**config.mk**
```make
export PLATFORM = sky130hd
export DESIGN_NAME = sram_arbiter_flat
export DESIGN_NICKNAME = d
export VERILOG_FILES = /design/src/rtl/sram_arbiter_if.sv /design/src/rtl/sram_arbiter.sv /design/src/flat_wrapper.sv
export SDC_FILE = /design/constraint.sdc
export NUM_CORES = 1
export LEC_CHECK = 0
export ABC_AREA = 1
export CAP_MARGIN = 40
export CORE_MARGIN = 5
export CORE_UTILIZATION = 42
export CTS_BUF_LIST = sky130_fd_sc_hd__clkbuf_2
export DETAILED_ROUTE_END_ITERATION = 7
export GPL_ROUTABILITY_DRIVEN = 0
export HOLD_SLACK_MARGIN = 0.1
export PLACE_DENSITY = 0.92
export SETUP_SLACK_MARGIN = 0.4
export SYNTH_ARGS = -nofsm -noshare
export SYNTH_HDL_FRONTEND = slang
export SYNTH_SLANG_ARGS = --single-unit
```
**constraint.sdc**
```tcl
create_clock -name clk -period 2.3 [get_ports clk]
set_input_delay 0.345 -clock clk [delete_from_list [all_inputs] [get_ports clk]]
set_output_delay 0.345 -clock clk [all_outputs]
set_load 0.005 [all_outputs]
```
**src/rtl/sram_arbiter_if.sv**
```systemverilog
// Requester and SRAM-side bus of the round-robin SRAM arbiter.
// slave = arbiter view, master = requesters plus SRAM view.
interface sram_arbiter_if #(
    parameter int data_width = 16,
    parameter int addr_width = 14,
    parameter int n_req      = 3
);
    logic [n_req-1:0]            req;
    logic [n_req-1:0]            req_we;
    logic [n_req*addr_width-1:0] req_addr;
    logic [n_req*data_width-1:0] req_wdata;
    logic [n_req-1:0]            ack;
    logic [data_width-1:0]       rdata;
    logic                        sram_read;
    logic                        sram_write;
    logic [addr_width-1:0]       sram_read_addr;
    logic [addr_width-1:0]       sram_write_addr;
    logic [data_width-1:0]       sram_data_in;
    logic [data_width-1:0]       sram_data_out;
    logic                        sram_read_ready;
    logic                        sram_write_ready;
    logic                        busy;
    logic                        error;

    modport slave (
        input  req, req_we, req_addr, req_wdata,
        input  sram_data_out, sram_read_ready, sram_write_ready,
        output ack, rdata, sram_read, sram_write, sram_read_addr, sram_write_addr,
        output sram_data_in, busy, error
    );

    modport master (
        output req, req_we, req_addr, req_wdata,
        output sram_data_out, sram_read_ready, sram_write_ready,
        input  ack, rdata, sram_read, sram_write, sram_read_addr, sram_write_addr,
        input  sram_data_in, busy, error
    );
endinterface

```
**src/rtl/sram_arbiter.sv**
```systemverilog
// Round-robin arbiter giving n_req requesters single-word access to one SRAM.
// Optional macro SRAM_ARB_TIMEOUT_EN adds a WAIT watchdog of timeout_cycles.
module sram_arbiter #(
    parameter int data_width     = 16,
    parameter int addr_width     = 14,
    parameter int n_req          = 3,
    parameter int timeout_cycles = 255
) (
    input  logic          clk,
    input  logic          reset,
    sram_arbiter_if.slave bus
);
    localparam int IW = (n_req > 1) ? $clog2(n_req) : 1;

    typedef enum logic [1:0] {IDLE, ISSUE, WAIT, DONE} state_e;

    state_e                state_q, state_d;
    logic [IW-1:0]         rr_q, rr_d, gnt_q, gnt_d;
    logic                  we_q;
    logic [addr_width-1:0] addr_q;
    logic [data_width-1:0] wdata_q;
    logic [data_width-1:0] rdata_q, rdata_d;
    logic                  err_q, err_d;
    logic                  rrdy_q, wrdy_q;
    logic [data_width-1:0] dout_q;
    logic                  latch;
    logic                  hit;
    logic [IW-1:0]         pick;
    logic                  match;

    // First asserting requester at or after rr_q, wrapping modulo n_req
    always_comb begin
        int idx;
        hit  = 1'b0;
        pick = '0;
        idx  = 0;
        for (int k = 0; k < n_req; k++) begin
            idx = (int'(rr_q) + k) % n_req;
            if (!hit && bus.req[idx]) begin
                hit  = 1'b1;
                pick = IW'(idx);
            end
        end
    end

    // SRAM completion and data are registered, giving the L+3 request-to-ack latency
    assign match = we_q ? wrdy_q : rrdy_q;

`ifdef SRAM_ARB_TIMEOUT_EN
    localparam int CW = $clog2(timeout_cycles + 1);
    logic [CW-1:0] cnt_q;

    always_ff @(posedge clk or negedge reset) begin
        if (!reset)                 cnt_q <= '0;
        else if (state_q == ISSUE)  cnt_q <= '0;
        else if (state_q == WAIT)   cnt_q <= cnt_q + 1'b1;
    end
`endif

    always_comb begin
        state_d = state_q;
        rr_d    = rr_q;
        gnt_d   = gnt_q;
        rdata_d = rdata_q;
        err_d   = err_q;
        latch   = 1'b0;
        case (state_q)
            IDLE: if (hit) begin
                gnt_d   = pick;
                latch   = 1'b1;
                state_d = ISSUE;
            end
            ISSUE: state_d = WAIT;
            WAIT: begin
                if (match) begin
                    if (!we_q) rdata_d = dout_q;
                    state_d = DONE;
                end
`ifdef SRAM_ARB_TIMEOUT_EN
                else if (cnt_q == CW'(timeout_cycles - 1)) begin
                    err_d   = 1'b1;
                    rdata_d = '0;
                    state_d = DONE;
                end
`endif
            end
            DONE: begin
                rr_d    = (gnt_q == IW'(n_req - 1)) ? '0 : gnt_q + 1'b1;
                state_d = IDLE;
            end
            default: begin
                err_d   = 1'b1;
                state_d = IDLE;
            end
        endcase
    end

    always_ff @(posedge clk or negedge reset) begin
        if (!reset) begin
            state_q <= IDLE;
            rr_q    <= '0;
            gnt_q   <= '0;
            we_q    <= 1'b0;
            addr_q  <= '0;
            wdata_q <= '0;
            rdata_q <= '0;
            err_q   <= 1'b0;
            rrdy_q  <= 1'b0;
            wrdy_q  <= 1'b0;
            dout_q  <= '0;
        end else begin
            state_q <= state_d;
            rr_q    <= rr_d;
            gnt_q   <= gnt_d;
            rdata_q <= rdata_d;
            err_q   <= err_d;
            rrdy_q  <= bus.sram_read_ready;
            wrdy_q  <= bus.sram_write_ready;
            dout_q  <= bus.sram_data_out;
            if (latch) begin
                we_q    <= bus.req_we[pick];
                addr_q  <= bus.req_addr[pick*addr_width +: addr_width];
                wdata_q <= bus.req_wdata[pick*data_width +: data_width];
            end
        end
    end

    assign bus.ack             = (state_q == DONE) ? (n_req'(1) << gnt_q) : '0;
    assign bus.sram_read       = (state_q == ISSUE) && !we_q;
    assign bus.sram_write      = (state_q == ISSUE) && we_q;
    assign bus.sram_read_addr  = addr_q;
    assign bus.sram_write_addr = addr_q;
    assign bus.sram_data_in    = wdata_q;
    assign bus.rdata           = rdata_q;
    assign bus.busy            = (state_q != IDLE);
    assign bus.error           = err_q;
endmodule

```
**src/flat_wrapper.sv**
```systemverilog
// flat-port wrapper written by rule: the top's interface ports become plain ports
module sram_arbiter_flat 
#(
    parameter int data_width     = 16,
    parameter int addr_width     = 14,
    parameter int n_req          = 3,
    parameter int timeout_cycles = 255
)
  (clk, reset, bus_req, bus_req_we, bus_req_addr, bus_req_wdata, bus_sram_data_out, bus_sram_read_ready, bus_sram_write_ready, bus_ack, bus_rdata, bus_sram_read, bus_sram_write, bus_sram_read_addr, bus_sram_write_addr, bus_sram_data_in, bus_busy, bus_error);
  sram_arbiter_if #(.data_width(data_width), .addr_width(addr_width), .n_req(n_req)) bus_i ();
  input  logic clk;
  input  logic reset;
  input wire logic [$bits(bus_i.req)-1:0] bus_req;
  input wire logic [$bits(bus_i.req_we)-1:0] bus_req_we;
  input wire logic [$bits(bus_i.req_addr)-1:0] bus_req_addr;
  input wire logic [$bits(bus_i.req_wdata)-1:0] bus_req_wdata;
  input wire logic [$bits(bus_i.sram_data_out)-1:0] bus_sram_data_out;
  input wire logic [$bits(bus_i.sram_read_ready)-1:0] bus_sram_read_ready;
  input wire logic [$bits(bus_i.sram_write_ready)-1:0] bus_sram_write_ready;
  output wire logic [$bits(bus_i.ack)-1:0] bus_ack;
  output wire logic [$bits(bus_i.rdata)-1:0] bus_rdata;
  output wire logic [$bits(bus_i.sram_read)-1:0] bus_sram_read;
  output wire logic [$bits(bus_i.sram_write)-1:0] bus_sram_write;
  output wire logic [$bits(bus_i.sram_read_addr)-1:0] bus_sram_read_addr;
  output wire logic [$bits(bus_i.sram_write_addr)-1:0] bus_sram_write_addr;
  output wire logic [$bits(bus_i.sram_data_in)-1:0] bus_sram_data_in;
  output wire logic [$bits(bus_i.busy)-1:0] bus_busy;
  output wire logic [$bits(bus_i.error)-1:0] bus_error;
  assign bus_i.req = bus_req;
  assign bus_i.req_we = bus_req_we;
  assign bus_i.req_addr = bus_req_addr;
  assign bus_i.req_wdata = bus_req_wdata;
  assign bus_i.sram_data_out = bus_sram_data_out;
  assign bus_i.sram_read_ready = bus_sram_read_ready;
  assign bus_i.sram_write_ready = bus_sram_write_ready;
  assign bus_ack = bus_i.ack;
  assign bus_rdata = bus_i.rdata;
  assign bus_sram_read = bus_i.sram_read;
  assign bus_sram_write = bus_i.sram_write;
  assign bus_sram_read_addr = bus_i.sram_read_addr;
  assign bus_sram_write_addr = bus_i.sram_write_addr;
  assign bus_sram_data_in = bus_i.sram_data_in;
  assign bus_busy = bus_i.busy;
  assign bus_error = bus_i.error;
  sram_arbiter #(.data_width(data_width), .addr_width(addr_width), .n_req(n_req), .timeout_cycles(timeout_cycles)) u_core (.clk(clk), .reset(reset), .bus(bus_i));
endmodule
```
=== Yosys cells after proc, flatten, opt, wreduce, memory -nomap -nowiden ===
Cells that the tools add are included.

* Word-level logic and storage cells: 68
* Input port bits: 116
* Register bits after elaboration: 71
* Output and inout bits: 67

* $add $sub $neg: 3
* Equality and inequality tests: 6
* Order comparisons: 4
* Divide/modulo/power cells: 3
* Shifts and indexed selects: 3
* Reduce and logical (&&, ||, !) cells: 12
* Multipliers: 1
* Mux-type cells: 25
* Bitwise logic cells: 1

{| class="wikitable"
|+ Operator list
! operator !! number
|-
| $lt 32x4->1 const B || 3
|-
| $mod 32x3->32 const B || 2
|-
| $shiftx 48x7->16 || 1
|-
| $shiftx 42x7->14 || 1
|-
| $mod 3x3->32 const B || 1
|-
| $mux 1 || 13
|-
| $mux 2 || 6
|-
| $bmux 1 s2 || 4
|-
| $pmux 2 s4 || 1
|-
| $eq 2x2->1 const B || 3
|-
| $mul 2x3->5 const B || 1
|-
| $logic_and 1x1->1 || 4
|-
| $ne 2x1->1 const B || 2
|-
| $reduce_and 2->1 || 2
|-
| $add 2x1->3 const B || 1
|-
| $add 2x2->3 const B || 1
|-
| $logic_not 1->1 || 3
|-
| $lt 2x3->1 const B || 1
|-
| $mux 3 || 1
|-
| $reduce_and 3->1 || 1
|-
| $shl 1x2->3 const A || 1
|-
| $add 2x1->2 const B || 1
|-
| $eq 2x1->1 const B || 1
|-
| $logic_not 2->1 || 1
|-
| other kinds (2) || 2
|}

=== Logic depth before layout (Yosys ltp) ===
Gate-level depths: netlist (run 1).

* Depth in word-level cells: 13
* Mapped depth: 14
* Gate-level depth less buffers: 13

=== Worst setup path after synthesis (run 1) ===
No wires, ideal clock.

* Kind: reg-to-reg
* From: register u_core.rr_q[0]
* To: register u_core.wdata_q[10] (netlist: u_core.bus.sram_data_in[10])
* Path buffers: 1
* Clock period less this slack: 1.788 ns
* Data arrival time: 1.711 ns
* Slack: 0.512 ns
* Stages on the path, launching flop included: 13
* Required time: 2.223 ns
* Library setup time: 0.077 ns
* Cells stage by stage: dfrtp_1 > inv_1 > ha_1 > inv_2 > nand2_1 > nand3_1 > nand2_1 > nand4_1 > nand2_1 > inv_2 > buf_2 > nand3_1 > a21oi_1

* Longest elaborated chain between the ends: 13

{| class="wikitable"
|+ RTL lines
! what !! RTL line !! text
|-
| from (decl) || sram_arbiter.sv:18 || <nowiki>logic [IW-1:0] rr_q, rr_d, gnt_q, gnt_d;</nowiki>
|-
| from (signal assigned) || sram_arbiter.sv:113 || <nowiki>rr_q <= rr_d;</nowiki>
|-
| parallel branches: the longest is 13 deep, another holds $mod 32x3->32 || -- ||
|-
| to (signal assigned) || sram_arbiter.sv:123 || <nowiki>wdata_q <= bus.req_wdata[pick*data_width +: data_width];</nowiki>
|-
| to (decl) || sram_arbiter.sv:21 || <nowiki>logic [data_width-1:0] wdata_q;</nowiki>
|}

Parallel ways; which one is timed is not known. The select of a mux whose other input is x is not followed.
A chain may end at the register's enable or synchronous reset.

=== Worst setup path after layout (run 1) ===
* From: register u_core.rr_q[1]
* To: register u_core.wdata_q[14] (netlist: u_core.bus.sram_data_in[14])

The elaborated chain is that of the path after synthesis.

==> flow_metrics.tcl, run 1 <==
set metrics [dict create \
    avgSynthCellArea_um2 8.14 \
    firstDrtPassIters 5 \
    tns_ns 0 \
    die_x_um 105 \
    crit_path_end_kind "flip-flop" \
    hp-start "bus_sram_read_ready" \
    track_usage_pct 22.7 \
    netlist_top_cells_count "inv_1 (75), dfrtp_1 (71), nand3_1 (71), a21oi_1 (63), nand2_1 (56)" \
    max-vdd-ir-drop_uv 777 \
    h-tree-depth 3 \
    antenna_left 0 \
    intPower_uw 5400 \
    overflow 0 \
    rrSetupSlack_ns 0.22 \
    grt_pass1_wl_mm 20.4 \
    fin_cells 770 \
    path_clk_slew_ns 0.23 \
    drt_iter0_drc 249 \
    slowest_stage "dfrtp_1" \
    cp.arrival_ns 2.47 \
    place_inst 729 \
    p_leak_uw 0.00307 \
    r2r_cells 12 \
    drc 0 \
    maxCapViolations 0 \
    final_area_um2 6540 \
    holdPathEnd "u_core.rrdy_q" \
    synth.distinct_cells 23 \
    finalSetupViolCount 0 \
    power.switching_uw 4510 \
    rows 34 \
    hold_viol 0 \
    diodes 0 \
    grt_max_degree 39 \
    cts_buffers 9 \
    r2r-start "u_core.rr_q[1]" \
    powerDensity_nw_per_um2 1520 \
    viasPerCell 5.37 \
    synth_nets 589 \
    total_power_uw 9910 \
    r2r_end "u_core.bus.sram_data_in[14]" \
    wl_per_cell_um 18.4 \
    antenna_found_initial 0 \
    syn2layout_area_growth_pct 73.2 \
    grt_pass1_vias 4187 \
    criticalPathCategory "reg -> reg" \
    layout.nets 782 \
    placement.io_buffers 181 \
    synthTopCellsByArea "dfrtp_1 (47%), nand3_1 (9.4%), a21oi_1 (8.3%)" \
    hold_path_class "in -> reg" \
    dieArea_um2 11000 \
    syn_area_um2 3780 \
    crit_required_ns 2.68 \
    finalCriticalPeriod_ns 2.08 \
    cp_common_cell "nand2_4" \
    skew_ns 0.0470 \
    crit_buf_inv 4 \
    clock_sinks 71 \
    p_sw_share_pct 45.5 \
    start_util_pct 43.1 \
    crit_path_start_kind "flip-flop" \
    drv_slew 0 \
    pwr-share-comb_pct 71.8 \
    cts_tree "done" \
    critPathMaxStageDelay_ns 0.45 \
    p_seq_share_pct 21.7 \
    yosysTopAreaCell "dfrtp_1" \
    netlist_instances 464 \
    clk_latency_ns 0.51 \
    cp_top_family "simple AND/OR/NAND/NOR gates" \
    period_share_pct 90.5 \
    clkPwrFrac_pct 6.6 \
    synth.most_common_cell "inv_1" \
    hpwl_mm 9.20 \
    place_area_um2 5630 \
    fmax_ghz 0.481 \
    ys_ff_latch 71 \
    hold_depth 1 \
    vias 4136 \
    synth.yosys.seq_area_share_pct 47.1 \
    ios 183 \
    wl_mm 14.2 \
    rsz0062_at_grt "yes" \
    post_route_cells_drive_above_1_share_pct 26.9 \
    clockBufferDepth 2 \
    synth_top_cell_area_share_pct 47.1 \
    path_max_fanout 13 \
    ys_dominant_reg_cell "dfrtp_1" \
    coreArea_um2 8760 \
    status "finished, final reports clean" \
    async_flop_share_pct 100 \
    yosys_warnings 0 \
    path_cells "buf_6 -> ha_4 -> inv_4 -> nand2_1 -> nand3_2 -> nand2_4 -> nand4_1 -> nand2_4 -> inv_6 -> buf_12 -> nor2_2 -> a21oi_2" \
    synth_edf_count 0 \
    cts_root_buffer "clkbuf_2" \
    worst_hold_slack_ns 0.240 \
    die_y_um 105 \
]
[registers in the layout, indices dropped and copies added, names as in the netlist]
register,count
u_core.gnt_q,2
u_core.bus.sram_data_in,16
u_core.bus.sram_read_addr,14
u_core.bus.rdata,16
u_core.we_q,1
u_core.rrdy_q,1
u_core.rr_q,2
u_core.state_q,2
u_core.dout_q,16
u_core.wrdy_q,1
[what timing repair did]
item,CTS,global route
pin swaps,7,22
endpoints found under the hold margin,50,0
resized for setup,52,125
hold buffers,1,0
buffers inserted,11,9
cloned,1,3
setup endpoints to repair,41,53
[layout make-up]
class	instances	area (um^2)
Inverter	80	313
Fill cell	586	2220
Tap cell	108	135
Clock buffer	9	45.0
Timing Repair Buffer	219	2290
Multi-Input combinational cell	276	1920
Sequential cell	71	1780
Clock inverter	7	56.3
[worst max-delay path by stage]
stage / startpoint / to / depth (start not counted)
detailed placement: bus_req[2] / u_core.bus.sram_read_addr[2] / 11
global route: u_core.rr_q[1] / u_core.bus.sram_read_addr[9] / 11
finish: u_core.rr_q[1] / u_core.bus.sram_data_in[14] / 12
global placement: bus_req[2] / u_core.bus.sram_data_in[0] / 11
floorplan: u_core.rr_q[0] / u_core.bus.sram_data_in[10] / 12
CTS: u_core.rr_q[0] / u_core.bus.sram_read_addr[3] / 14
[metal layers]
metal	wire length [um]	vias up	GRT usage [%]	part of all wire, %
li1	-	1860	-	-
met1	4980	1972	25.8	35
met2	7330	261	39.7	52
met3	1450	43	7.03	10
met4	450	0	8.95	3.2
met5	0	-	0	0
[stage by stage]
step | setup WS (ns) | util, %
floorplan | 0.512 | -
global placement | 0.114 | 64.0
detailed placement | -0.0234 | 64.2
CTS | 0.309 | 68.1
global route | 0.121 | 74.6
finish | 0.219 | 74.6
[cells by family (layout without fill, tap and decap cells)]
| family | after synthesis | count (layout) | synth area share, % |
|---|---|---|---|
| multiplexers | 16 | 16 | 4.77 |
| adder cells (fa/ha/maj) | 9 | 9 | 2.98 |
| other | 1 | 1 | 0.0993 |
| flip-flops | 71 | 71 | 47.1 |
| AO/OA/AOI/OAI | 73 | 73 | 9.81 |
| buffers and inverters | 117 | 315 | 14.3 |
| AND/OR/NAND/NOR | 177 | 177 | 20.9 |
[cell usage in the layout, fill, tap and decap left out, types with 4 or more instances in the layout]
| cell | netlist | final |
|---|---|---|
| buf_6 | 3 | 8 |
| inv_2 | 5 | 6 |
| nand2_1 | 56 | 38 |
| nand2_4 | 0 | 9 |
| nor2_1 | 39 | 10 |
| clkbuf_2 | 0 | 10 |
| a21oi_2 | 0 | 19 |
| dlymetal6s2s_1 | 0 | 6 |
| nand2_2 | 4 | 11 |
| buf_12 | 0 | 7 |
| mux2_2 | 16 | 16 |
| nor2_4 | 0 | 8 |
| nand3_1 | 71 | 59 |
| inv_1 | 75 | 70 |
| dfrtp_1 | 71 | 71 |
| a21oi_1 | 63 | 44 |
| buf_2 | 19 | 4 |
| ha_4 | 0 | 5 |
| clkdlybuf4s50_1 | 0 | 168 |
| buf_4 | 15 | 17 |
| clkinvlp_4 | 0 | 4 |
| nand3_2 | 1 | 12 |
| nor2_2 | 0 | 21 |
| ha_1 | 9 | 4 |
[power groups by stage]
| stage | clock [uW] | combinational (uW) | sequential [uW] |
|---|---|---|---|
| floorplan | 0 | 2860 | 2080 |
| global placement | 0 | 4660 | 2080 |
| detailed placement | 0 | 4860 | 2120 |
| CTS | 664 | 5510 | 2090 |
| global route | 723 | 7580 | 2210 |
| finish | 650 | 7110 | 2150 |
Note: power is estimated with default switching activity, not from simulation.
==> inputs of run 2 (changes only) <==
--- a/config.mk
+++ b/config.mk
@@ -12,6 +12,7 @@
 export CTS_BUF_LIST = sky130_fd_sc_hd__clkbuf_2
 export DETAILED_ROUTE_END_ITERATION = 7
 export GPL_ROUTABILITY_DRIVEN = 0
+export GPL_TIMING_DRIVEN = 0
 export HOLD_SLACK_MARGIN = 0.1
 export PLACE_DENSITY = 0.92
 export SETUP_SLACK_MARGIN = 0.4
==> flow_metrics.tcl, run 2 (synthesized netlist as in run 1, its figures left out) <==
set metrics [dict create \
    tns_ns 0 \
    finalCriticalPeriod_ns 2.21 \
    skew_ns 0.0290 \
    layout_commonest_cell "clkdlybuf4s50_1" \
    syn2layout_area_growth_pct 83.4 \
    period_share_pct 96.3 \
    vias 4345 \
    diodes 0 \
    multi_input_area_um2 1990 \
    hpwl_mm 9.39 \
    finalSetupViolCount 0 \
    clockBufferDepth 2 \
    crit_buf_inv 4 \
    cts_tree "done" \
    dieArea_um2 11000 \
    p_leak_uw 0.00339 \
    drv_slew 0 \
    hold_depth 1 \
    crit_path_end_kind "flip-flop" \
    hp-start "bus_sram_data_out[3]" \
    cts_buffers 9 \
    finalWorstSetupSlack_ns 0.0860 \
    coreArea_um2 8760 \
    topRoutingLayerUsed "met4" \
    final_area_um2 6920 \
    final_cell_mix "clkdlybuf4s50_1 (151), inv_1 (69), dfrtp_1 (69), buf_4 (58), nand3_1 (48)" \
    firstDrtPassIters 6 \
    r2r_cells 12 \
    antenna_left 0 \
    r2r_end "u_core.bus.sram_read_addr[3]" \
    ios 183 \
    critPathMaxStageDelay_ns 0.48 \
    fillCellCount 514 \
    fmax_ghz 0.452 \
    grt_pass1_vias 4307 \
    wl_met1_mm 5.44 \
    cp_top_family "simple AND/OR/NAND/NOR gates" \
    max-vdd-ir-drop_uv 739 \
    rrSetupSlack_ns 0.09 \
    path_max_fanout 10 \
    powerDensity_nw_per_um2 1530 \
    wl_per_cell_um 19.1 \
    status "finished, final reports clean" \
    path_cells "inv_2 -> ha_4 -> inv_2 -> nand2_2 -> nand3_2 -> nand2_4 -> buf_4 -> nand4_4 -> buf_4 -> nand3_1 -> nand3_1 -> a21oi_1" \
    slowest_stage "dfrtp_1" \
    crit_required_ns 2.73 \
    met2_length_mm 7.95 \
    regArea_um2 1780 \
    layout.nets 827 \
    cts_root_buffer "clkbuf_2" \
    h-tree-depth 3 \
    drc 0 \
    clk_latency_ns 0.53 \
    r2r-start "u_core.rr_q[1]" \
    rows 34 \
    viasPerCell 5.33 \
    die_x_um 105 \
    start_util_pct 43.1 \
    placement.io_buffers 181 \
    overflow 0 \
    post_route_cells_drive_above_1_share_pct 34.4 \
    grt_pass1_wl_mm 21.3 \
    maxCapViolations 0 \
    grt_max_degree 41 \
    track_usage_pct 23.8 \
    crit_path_start_kind "flip-flop" \
    place_area_um2 5740 \
    die_y_um 105 \
    drt_iter0_drc 307 \
    rsz0062_at_grt "yes" \
    path_clk_slew_ns 0.20 \
    post-place-ws_ns -0.0480 \
    cp.arrival_ns 2.65 \
    clock_sinks 71 \
    criticalPathCategory "reg -> reg" \
    holdPathEnd "u_core.dout_q[3]" \
    wl_mm 15.5 \
    dr_wl_met3_mm 1.44 \
    hold_viol 0 \
    hold_path_class "in -> reg" \
    antenna_found_initial 0 \
]
-- run 2: metrics by stage --
stage	cells	power, uW	util (%)	hold slack [ns]
finish	815	10600	79.0	0.242
CTS	799	9060	72.9	0.206
floorplan	464	4940	-	0.0494
global route	815	11200	79.0	0.167
global placement	753	6900	65.3	0.456
detailed placement	754	7140	65.5	0.310
-- run 2: worst register-to-register path, cell delays in order, from the launching register on --
cell	delay, ns
dfrtp_1	0.48
inv_2	0.12
ha_4	0.16
inv_2	0.06
nand2_2	0.06
nand3_2	0.11
nand2_4	0.12
buf_4	0.13
nand4_4	0.20
buf_4	0.25
nand3_1	0.12
nand3_1	0.11
a21oi_1	0.21
-- run 2: cell type report --
| cell class | count | area share (%) |
|---|---|---|
| well taps | 108 | 1.95 |
| clock inverters | 7 | 1.03 |
| plain buffers | 37 | 5.33 |
| repair buffers | 227 | 32.0 |
| clock buffers | 9 | 0.651 |
| inverters | 80 | 4.55 |
| multi-input cells | 276 | 28.8 |
| flip-flops and latches | 71 | 25.7 |
-- run 2: report_power, final --
group	internal, uW	switching (uW)
Clock	252	486
Sequential	1750	416
Combinational	3820	3870
-- run 2: what timing repair did --
item / in CTS / in global routing
pin swaps: 16 / 17
endpoints found under the setup margin: 53 / 68
hold endpoints to repair: 52 / 0
cloned: 3 / 2
gates resized for setup: 127 / 117
setup buffers: 25 / 14
hold buffers: 1 / 0
-- run 2: worst max-delay path by stage --
stage                        start  slack, ns  cells past startpoint                      endpoint
floorplan           u_core.rr_q[0]       0.51                     12   u_core.bus.sram_data_in[10]
global placement             reset      -1.46                      1  u_core.bus.sram_read_addr[4]
CTS                 u_core.rr_q[1]       0.32                     11  u_core.bus.sram_read_addr[1]
global route        u_core.rr_q[1]      -0.04                     12  u_core.bus.sram_read_addr[3]
detailed placement      bus_req[2]      -0.05                     10    u_core.bus.sram_data_in[7]
finish              u_core.rr_q[1]       0.09                     12  u_core.bus.sram_read_addr[3]
-- run 2: metal layers --
layer | GRT usage, % | vias up
met4 | 8.49 | 0
met1 | 26.9 | 2080
met3 | 7.83 | 60
met5 | 0 | -
met2 | 41.8 | 262
li1 | - | 1943
